$ cat src/rtl/vrs_pkg.sv
// Encoding shared by both ends of the VRS shading rate map: rate codes,
// the packed per-tile map word, and the writer FSM states.
package vrs_pkg;

  localparam logic [1:0] VRS_RATE_1    = 2'd0;
  localparam logic [1:0] VRS_RATE_2    = 2'd1;
  localparam logic [1:0] VRS_RATE_4    = 2'd2;
  localparam logic [1:0] VRS_RATE_RSVD = 2'd3;

  // One map word per tile; rx occupies the upper two bits.
  typedef struct packed {
    logic [1:0] rx;
    logic [1:0] ry;
  } vrs_map_word_t;

  typedef enum logic [1:0] {
    ST_IDLE = 2'd0,
    ST_FILL = 2'd1,
    ST_DONE = 2'd2
  } srm_state_t;

endpackage

$ cat src/rtl/srm_rect_walker.sv
// Row-major rectangle walker: holds x/y/row_base, steps once per completed
// beat, and flags the final tile of the region.
module srm_rect_walker #(
  parameter int MAP_W  = 64,
  parameter int ADDR_W = 12
) (
  input  logic              clk,
  input  logic              rst,
  input  logic              i_load,
  input  logic [15:0]       i_x0,
  input  logic [15:0]       i_y0,
  input  logic [15:0]       i_x1,
  input  logic [15:0]       i_y1,
  input  logic              i_advance,
  output logic [ADDR_W-1:0] o_addr,
  output logic              o_last
);

  logic [15:0]       r_x;
  logic [15:0]       r_y;
  logic [15:0]       r_x0;
  logic [15:0]       r_x1;
  logic [15:0]       r_y1;
  logic [ADDR_W-1:0] r_row_base;

  logic w_x_end;
  logic w_y_end;

  assign w_x_end = (r_x >= r_x1);
  assign w_y_end = (r_y >= r_y1);

  // NOTE: sequential state uses non-blocking assignments so every register
  // samples pre-edge values and simulation matches the synthesized flops.
  always_ff @(posedge clk or posedge rst) begin
    if (rst) begin
      r_x        <= '0;
      r_y        <= '0;
      r_x0       <= '0;
      r_x1       <= '0;
      r_y1       <= '0;
      r_row_base <= '0;
    end else if (i_load) begin
      r_x        <= i_x0;
      r_y        <= i_y0;
      r_x0       <= i_x0;
      r_x1       <= i_x1;
      r_y1       <= i_y1;
      // Only multiply in the walker; later rows are reached by adding MAP_W.
      r_row_base <= ADDR_W'(32'(i_y0) * 32'(MAP_W));
    end else if (i_advance) begin
      if (!w_x_end) begin
        r_x <= r_x + 16'd1;
      end else if (!w_y_end) begin
        r_x        <= r_x0;
        r_y        <= r_y + 16'd1;
        r_row_base <= r_row_base + ADDR_W'(MAP_W);
      end
    end
  end

  // x is already clamped below MAP_W, so truncating it to ADDR_W is lossless.
  assign o_addr = r_row_base + ADDR_W'(r_x);
  assign o_last = w_x_end && w_y_end;

endmodule

$ cat src/rtl/shading_rate_map_writer.sv
// Producer side of the VRS shading rate map: validates rectangle-fill
// commands and streams one map-word write per tile into the map RAM.
module shading_rate_map_writer
  import vrs_pkg::*;
#(
  parameter int MAP_W  = 64,
  parameter int MAP_H  = 36,
  parameter int ADDR_W = 12
) (
  input  logic              clk,
  input  logic              rst,
  input  logic              cmd_valid,
  output logic              cmd_ready,
  input  logic              cmd_clear,
  input  logic [15:0]       cmd_x0,
  input  logic [15:0]       cmd_y0,
  input  logic [15:0]       cmd_x1,
  input  logic [15:0]       cmd_y1,
  input  logic [1:0]        cmd_rx,
  input  logic [1:0]        cmd_ry,
  input  logic              mem_stall,
  output logic              mem_we,
  output logic [ADDR_W-1:0] mem_addr,
  output logic [3:0]        mem_wdata,
  output logic              busy,
  output logic              done,
  output logic              err
);

  localparam logic [15:0] X_MAX = 16'(MAP_W - 1);
  localparam logic [15:0] Y_MAX = 16'(MAP_H - 1);

  srm_state_t    r_state;
  srm_state_t    w_next_state;
  vrs_map_word_t r_word;
  logic          r_err;

  logic        w_accept;
  logic        w_start;
  logic        w_cmd_ok;
  logic        w_rate_ok;
  logic        w_beat;
  logic        w_last;
  logic [15:0] w_x0;
  logic [15:0] w_y0;
  logic [15:0] w_x1;
  logic [15:0] w_y1;

  assign w_accept = cmd_valid && cmd_ready;
  assign w_start  = w_accept && w_cmd_ok;
  assign w_beat   = mem_we && !mem_stall;

  // NOTE: every output of a combinational block gets a default first, so no
  // path through the block leaves a value unassigned and infers a latch.
  always_comb begin
    w_x0 = cmd_x0;
    w_y0 = cmd_y0;
    w_x1 = (cmd_x1 > X_MAX) ? X_MAX : cmd_x1;
    w_y1 = (cmd_y1 > Y_MAX) ? Y_MAX : cmd_y1;
    if (cmd_clear) begin
      w_x0 = '0;
      w_y0 = '0;
      w_x1 = X_MAX;
      w_y1 = Y_MAX;
    end
  end

  // Bounds are checked against the clamped corner; a reserved rate code is
  // never written into the map.
  assign w_rate_ok = (cmd_rx != VRS_RATE_RSVD) && (cmd_ry != VRS_RATE_RSVD);
  assign w_cmd_ok  = w_rate_ok && (w_x0 <= w_x1) && (w_y0 <= w_y1) &&
                     (w_x0 <= X_MAX) && (w_y0 <= Y_MAX);

  always_ff @(posedge clk or posedge rst) begin
    if (rst) begin
      r_state <= ST_IDLE;
    end else begin
      r_state <= w_next_state;
    end
  end

  always_comb begin
    w_next_state = r_state;
    case (r_state)
      ST_IDLE: if (w_start)          w_next_state = ST_FILL;
      ST_FILL: if (w_beat && w_last) w_next_state = ST_DONE;
      ST_DONE:                       w_next_state = ST_IDLE;
      default:                       w_next_state = ST_IDLE;
    endcase
  end

  always_comb begin
    cmd_ready = 1'b0;
    mem_we    = 1'b0;
    busy      = 1'b0;
    done      = 1'b0;
    case (r_state)
      ST_IDLE: cmd_ready = 1'b1;
      ST_FILL: begin
        mem_we = 1'b1;
        busy   = 1'b1;
      end
      ST_DONE: done = 1'b1;
      default: ;
    endcase
  end

  // A rejected command leaves the FSM in IDLE, so err is a registered pulse.
  always_ff @(posedge clk or posedge rst) begin
    if (rst) begin
      r_word <= '0;
      r_err  <= 1'b0;
    end else begin
      r_err <= w_accept && !w_cmd_ok;
      if (w_start) begin
        r_word.rx <= cmd_rx;
        r_word.ry <= cmd_ry;
      end
    end
  end

  assign mem_wdata = r_word;
  assign err       = r_err;

  srm_rect_walker #(
    .MAP_W  (MAP_W),
    .ADDR_W (ADDR_W)
  ) u_walker (
    .clk       (clk),
    .rst       (rst),
    .i_load    (w_start),
    .i_x0      (w_x0),
    .i_y0      (w_y0),
    .i_x1      (w_x1),
    .i_y1      (w_y1),
    .i_advance (w_beat),
    .o_addr    (mem_addr),
    .o_last    (w_last)
  );

endmodule

$ cat config.mk
export PLATFORM = sky130hd
export DESIGN_NAME = shading_rate_map_writer
export DESIGN_NICKNAME = d
export VERILOG_FILES = /design/src/rtl/vrs_pkg.sv /design/src/rtl/srm_rect_walker.sv /design/src/rtl/shading_rate_map_writer.sv
export SDC_FILE = /design/constraint.sdc
export NUM_CORES = 1
export LEC_CHECK = 0
export CORE_MARGIN = 5
export CORE_UTILIZATION = 50
export DETAILED_ROUTE_END_ITERATION = 8
export GPL_ROUTABILITY_DRIVEN = 0
export GPL_TIMING_DRIVEN = 0
export PLACE_DENSITY = 0.75
export SYNTH_ARGS = -nofsm -noshare
export SYNTH_HDL_FRONTEND = slang
export SYNTH_SLANG_ARGS = --single-unit
$ cat constraint.sdc
create_clock -name clk -period 3.86 [get_ports clk]
set_clock_uncertainty 0.2 [all_clocks]
set_input_delay 0.772 -clock clk [delete_from_list [all_inputs] [get_ports clk]]
set_output_delay 0.772 -clock clk [all_outputs]
set_load 0.01 [all_outputs]
==> results of run 1 <==
-- final cells by class --
cell class | count | area (µm²)
multi-input cells | 515 | 3710
clock inverters | 4 | 48.8
inverters | 41 | 156
fillers | 958 | 4110
plain buffers | 25 | 168
clock buffers | 12 | 236
flip-flops and latches | 93 | 2330
repair buffers | 101 | 1010
well taps | 147 | 184
-- through the flow --
step                setup TNS [ps]  hold slack (ps)  instance area, µm²
floorplan                        0              250                6160
global placement           -185350              264                7280
detailed placement         -105390              271                7310
CTS                              0              284                7780
global route                  -349              318                7850
finish                           0              278                7850
-- routing by layer --
| layer | share of wire [%] | up-vias | GRT usage (%) |
|---|---|---|---|
| met1 | 44 | 2566 | 27.4 |
| met2 | 50 | 141 | 38.5 |
| met4 | 1.4 | 0 | 7.29 |
| li1 | - | 2561 | - |
| met5 | 0 | - | 0 |
| met3 | 4.7 | 21 | 2.39 |
-- repair_timing --
| item | CTS | global route |
|---|---|---|
| buffers inserted | 3 | 3 |
| cloned | 1 | 0 |
| hold buffers | 0 | 0 |
| setup endpoints to repair | 92 | 82 |
| hold endpoints to repair | 0 | 0 |
| resized for setup | 56 | 48 |
| pin swaps | 23 | 26 |
-- kinds of logic after synthesis --
kind of cell | after synthesis | synth area share [%]
muxes | 18 | 3.25
DFF | 93 | 38.2
other | 1 | 0.0616
xor gates and xnor gates | 27 | 3.88
AOI/OAI and AO/OA | 120 | 13.1
buffers and inverters | 68 | 4.81
and+or+nand+nor | 258 | 21.9
adders and majority gates | 72 | 14.8
-- worst max-delay path, cell delays in order --
cell and delay [ps]:
clkdlybuf4s50_1 460, nor2b_1 330, ha_4 270, a21oi_2 130, o21ai_1 70, a221o_1 360, a221oi_2 240, a21oi_2 100
or3_4 400, and2_4 180, buf_8 130, a221o_1 300
-- cells in the mapped netlist, types with 2 or more instances --
library cell   n  share of area, %
a22oi_1        2              0.25
buf_6          2              0.37
xor2_1        17               2.4
nand2_1       49               3.0
and4_1         6              0.86
dfrtp_1       93                38
ha_1          72                15
a211oi_1       6              0.74
nand4_1       15               1.5
xnor2_1       10               1.4
o21ai_0       28               2.3
o211ai_1       3              0.37
or2_2          2              0.21
a221o_1        9               1.5
nor4_1        10               1.0
o22a_1         2              0.29
and3_1        10               1.0
nor2b_1       44               4.5
buf_4          3              0.37
clkbuf_1      13              0.80
nand2b_1       7              0.72
o21a_1         4              0.49
and2_1         2              0.21
o21ai_1        2              0.16
nor3_1        11              0.90
mux2_2        14               2.6
nand3_1       31               2.5
a21oi_1       33               2.7
a22o_1         5              0.72
nor2_1        62               3.8
a211o_1        2              0.29
mux2i_1        4              0.66
inv_1         41               2.5
buf_2          9              0.74
a21o_1        13               1.6
-- registers in the layout, indices dropped and copies added (netlist names) --
name                 cells
u_walker.r_x1           16
r_state                  2
u_walker.r_x0           16
u_walker.r_y1           16
mem_wdata                4
u_walker.r_x            16
u_walker.r_row_base      6
u_walker.r_y            16
err                      1
-- power by group through the flow --
stage | combinational (mW) | sequential, mW | clock (mW)
finish | 0.425 | 1.04 | 0.865
global route | 0.469 | 1.05 | 0.914
CTS | 0.424 | 1.04 | 0.876
detailed placement | 0.409 | 1.06 | 0
global placement | 0.386 | 1.06 | 0
floorplan | 0.228 | 1.05 | 0
-- how the worst min path moves through the flow --
stage                                   from                            end  cells past startpoint
2_1_floorplan   u_walker.r_x1[1]$_DFFE_PP0P_   u_walker.r_x1[1]$_DFFE_PP0P_                      2
3_3_place_gp    u_walker.r_y1[1]$_DFFE_PP0P_   u_walker.r_y1[1]$_DFFE_PP0P_                      2
3_5_place_dp    u_walker.r_y1[1]$_DFFE_PP0P_   u_walker.r_y1[1]$_DFFE_PP0P_                      2
4_1_cts         u_walker.r_y1[1]$_DFFE_PP0P_   u_walker.r_y1[1]$_DFFE_PP0P_                      2
5_1_grt        u_walker.r_x1[11]$_DFFE_PP0P_  u_walker.r_x1[11]$_DFFE_PP0P_                      2
6_report        u_walker.r_y1[1]$_DFFE_PP0P_   u_walker.r_y1[1]$_DFFE_PP0P_                      2
==> impl_metrics.toml, run 1 <==
[outcome]
status = "finished clean"

[die]
die_w_um = 120
die_height_um = 120
io_pins = 94
initial_utilization_pct = 50.9
dieArea_um2 = 14500
core_um2 = 12000
row_count = 40

[power_and_ir_drop]
p_seq_share_pct = 44.7
p_int_mw = 1.73
combPwrFrac_pct = 18.2
switchingPower_uw = 605
sw_frac_of_total_pct = 25.9
total_power_mw = 2.33
power.density_nw_per_um2 = 298
p_leak_nw = 3.93
p_clk_share_pct = 37.0
peakVddDrop_uv = 157

[timing]
final.period_utilization_pct = 96.9
max_slew.worst_pin.slew_ps = 816
slew_viol_final = 0
hold_violations = 0
worst_slack_ps = 119
relSlewSlack_pct = 45.5
max_freq_mhz = 267
finalSetupViolations = 0
period_minus_slack_ps = 3740

[routing]
drc = 0
drt_iter0_drc = 245
via_count = 5289
wl_um = 15600
wire_per_inst_um = 16.6
drtPass1Iterations = 5
via_per_inst = 5.64
drt.antenna.violating_nets = 0

[worst_setup_path]
worst-setup-path-type = "input port to flip-flop"
crit_end = "u_walker.r_x[0]$_DFFE_PP0P_"
timing.rr.end = "u_walker.r_row_base[9]$_DFFE_PP0P_"
cp.required_ps = 3880
r2r_slack_ps = 400
crit_start = "cmd_x0[5]"
cp.arrival_ps = 3760
startpoint_type = "input port"
r2r-start = "u_walker.r_x[5]$_DFFE_PP0P_"
crit_fanout = 7
rr_worst_depth = 11
cp-end-kind = "flip-flop"

[run]
cap_violations = 0

[global_routing]
grt_pass1_wl_um = 25500
grt_max_degree = 50
overflow = 0
grt_usage_pct = 21.6
grt_pass1_vias = 5442
antenna_found_initial = 0

[cts]
clk_pin_slew_ps = 60
tritoncts = "done"
insertion_delay_ps = 340
cts_root_buffer = "clkbuf_16"
clock_sinks = 93
cts-buffers-inserted = 9
cts_buffer_depth = 2
cts-htree-levels = 3

[logic_synthesis]
async_reset_ff_share_pct = 100
synth_seq_cells = 93
synth_cell_types = 56
yosysWarnings = 0
ys_seq_area_share_pct = 38.2
synth_top_flop_cell = "dfrtp_1"
avgSynthCellArea_um2 = 9.27
mappedNetlistArea_um2 = 6090
syn_inst = 657
synth-edff-count = 0

[placed_design]
dpl_worst_slack_ps = -1390
hpwl_um = 12000
port_buffers = 93
dpl.cell_count = 917

[layout]
most-common-layout-cells = "dfrtp_1 (93), ha_1 (68), clkdlybuf4s50_1 (68)"
nets = 931
drive_above_1_share_pct = 12.6
antenna_cells = 0
area_delta_synth_final_pct = 28.9
final_common_cell = "dfrtp_1"
stdcell_count = 938
finish.utilization_pct = 65.6

[worst_hold_path]
hp-class = "flip-flop to flip-flop"
(Power assumes the default switching activity.)
==> inputs of run 2 (changes only) <==
--- a/config.mk
+++ b/config.mk
@@ -5,8 +5,9 @@
 export SDC_FILE = /design/constraint.sdc
 export NUM_CORES = 1
 export LEC_CHECK = 0
-export CORE_MARGIN = 5
+export CORE_MARGIN = 8
 export CORE_UTILIZATION = 50
+export CTS_BUF_LIST = sky130_fd_sc_hd__clkbuf_4
 export DETAILED_ROUTE_END_ITERATION = 8
 export GPL_ROUTABILITY_DRIVEN = 0
 export GPL_TIMING_DRIVEN = 0
==> run 2 against run 1 <==
  * Via count about the same
  * Sequential cell count is the same
  * Register-to-register slack about the same
  * Die area rose by 10%
  * Final cell count increased by 0.64%
  * Routed wire length grew 2.5%
  * Cell area fell by 0.72%
  * Largest power group unchanged
  * Highest routed layer unchanged
==> impl_metrics.toml, run 2 (synthesis results as in run 1) <==
[global_routing]
grt_pass1_vias = 5451
overflow = 0
antenna_found_initial = 1
grt_max_degree = 74
grt_pass1_wl_um = 25900
grt_usage_pct = 19.9

[worst_setup_path]
cp_slowest_stage_delay_ps = 440
r2r_slack_ps = 400
cp-end-kind = "flip-flop"
slowest_stage = "clkdlybuf4s50_1"
startpoint_type = "input port"
cp.required_ps = 4020
r2r-start = "u_walker.r_x[5]$_DFFE_PP0P_"
rr_worst_depth = 11
worst-setup-path-type = "input port to flip-flop"
crit_fanout = 7
timing.rr.end = "u_walker.r_row_base[9]$_DFFE_PP0P_"
path_cells = "clkdlybuf4s50_1 > nor3_2 > nand4_1 > nor2_2 > ha_1 > nor2b_2 > o211ai_2 > a2111oi_4 > nor4b_2 > o221ai_2 > or3_4 > and2_4 > bufbuf_16 > a21o_1"
cp.arrival_ps = 3970

[timing]
period_minus_slack_ps = 3800
setup_tns_ps = 0
max_freq_mhz = 263
slew_viol_final = 0
max_slew.worst_pin.slew_ps = 779
relSlewSlack_pct = 47.9
hold_violations = 0
finalSetupViolations = 0
whs_ps = 307
final.period_utilization_pct = 98.6

[die]
core_um2 = 12000
initial_utilization_pct = 50.9
dieArea_um2 = 16000
die_height_um = 126
row_count = 40
die_w_um = 126
io_pins = 94

[worst_hold_path]
min_from = "u_walker.r_x1[2]$_DFFE_PP0P_"
hold_path_depth = 2
hp-class = "flip-flop to flip-flop"
hold_end = "u_walker.r_x1[2]$_DFFE_PP0P_"

[cts]
cts-htree-levels = 3
tritoncts = "done"
cts-buffers-inserted = 9
cts_root_buffer = "clkbuf_4"
clock_sinks = 93
hold_buffers = 0
cts_buffer_depth = 2
insertion_delay_ps = 460
clk_pin_slew_ps = 150

[layout]
final_common_cell = "dfrtp_1"
drive_above_1_share_pct = 12.3
most-common-layout-cells = "dfrtp_1 (92), clkdlybuf4s50_1 (82), ha_1 (70)"
finish.utilization_pct = 65.1
area_delta_synth_final_pct = 27.9
stdcell_count = 944
nets = 936

[routing]
drt_iter0_drc = 294
drtPass1Iterations = 5
via_count = 5294
drc = 0
via_per_inst = 5.61
wl_um = 16000
wire_per_inst_um = 16.9
drt.antenna.violating_nets = 0

[outcome]
status = "finished clean"

[power_and_ir_drop]
power.density_nw_per_um2 = 278
total_power_mw = 2.16
peakVddDrop_uv = 173
p_leak_nw = 3.88

[placed_design]
dpl.cell_count = 917
hpwl_um = 12100
port_buffers = 93

[run]
cap_violations = 0
==> run 2: worst max-delay path: cells and delay by family <==
family / cells / cell delay [ps]
compound gates: 4 / 690
fa+ha+maj: 1 / 260
buf+inv: 2 / 710
simple gates: 7 / 1530
==> run 2: final cells by class <==
type,instances,area (µm²)
clock inverters,6,110
inverters,41,156
well taps,147,184
plain buffers,26,159
clock buffers,10,75.1
diodes,1,2.50
flip-flops and latches,93,2330
repair buffers,105,1080
fillers,944,4170
multi-input cells,515,3700
==> run 2: worst max path at each step <==
stage / startpoint / endpoint / slack, ps / cells past startpoint
floorplan: cmd_y1[14] / u_walker.r_x[0]$_DFFE_PP0P_ / 9 / 14
global placement: cmd_clear / u_walker.r_y1[6]$_DFFE_PP0P_ / -1300 / 14
detailed placement: cmd_clear / u_walker.r_y1[7]$_DFFE_PP0P_ / -1410 / 14
CTS: cmd_x1[14] / u_walker.r_x[12]$_DFFE_PP0P_ / 20 / 14
global route: cmd_y1[6] / u_walker.r_x[12]$_DFFE_PP0P_ / -80 / 14
finish: cmd_y1[6] / u_walker.r_x[14]$_DFFE_PP0P_ / 60 / 14
==> run 2: timing repair <==
| action | 4_1_cts | 5_1_grt |
|---|---|---|
| buffers inserted | 5 | 5 |
| pin swaps | 14 | 18 |
| gates cloned | 1 | 0 |
| gates resized for setup | 36 | 28 |
| endpoints found under the setup margin | 91 | 81 |
==> run 2: layer usage <==
layer	vias to the layer above	part of all wire, %	track usage (%)
met5	-	0	0
met4	0	1.8	7.43
met3	23	5.6	3.52
met2	168	48	33.7
met1	2533	44	24.7
li1	2570	-	-
==> run 2: where the power goes <==
part           leakage (nW)  internal (mW)  switching [mW]  total (mW)
Combinational          2.62          0.238           0.192       0.431
Sequential             1.16          0.996          0.0486        1.04
Clock                0.0947          0.336           0.352       0.687
==> run 2: per-stage QoR <==
step	setup WS, ps	instance area [µm²]
CTS	18.8	7680
global placement	-1300	7280
finish	55.4	7790
floorplan	8.52	6160
global route	-79.0	7790
detailed placement	-1410	7310
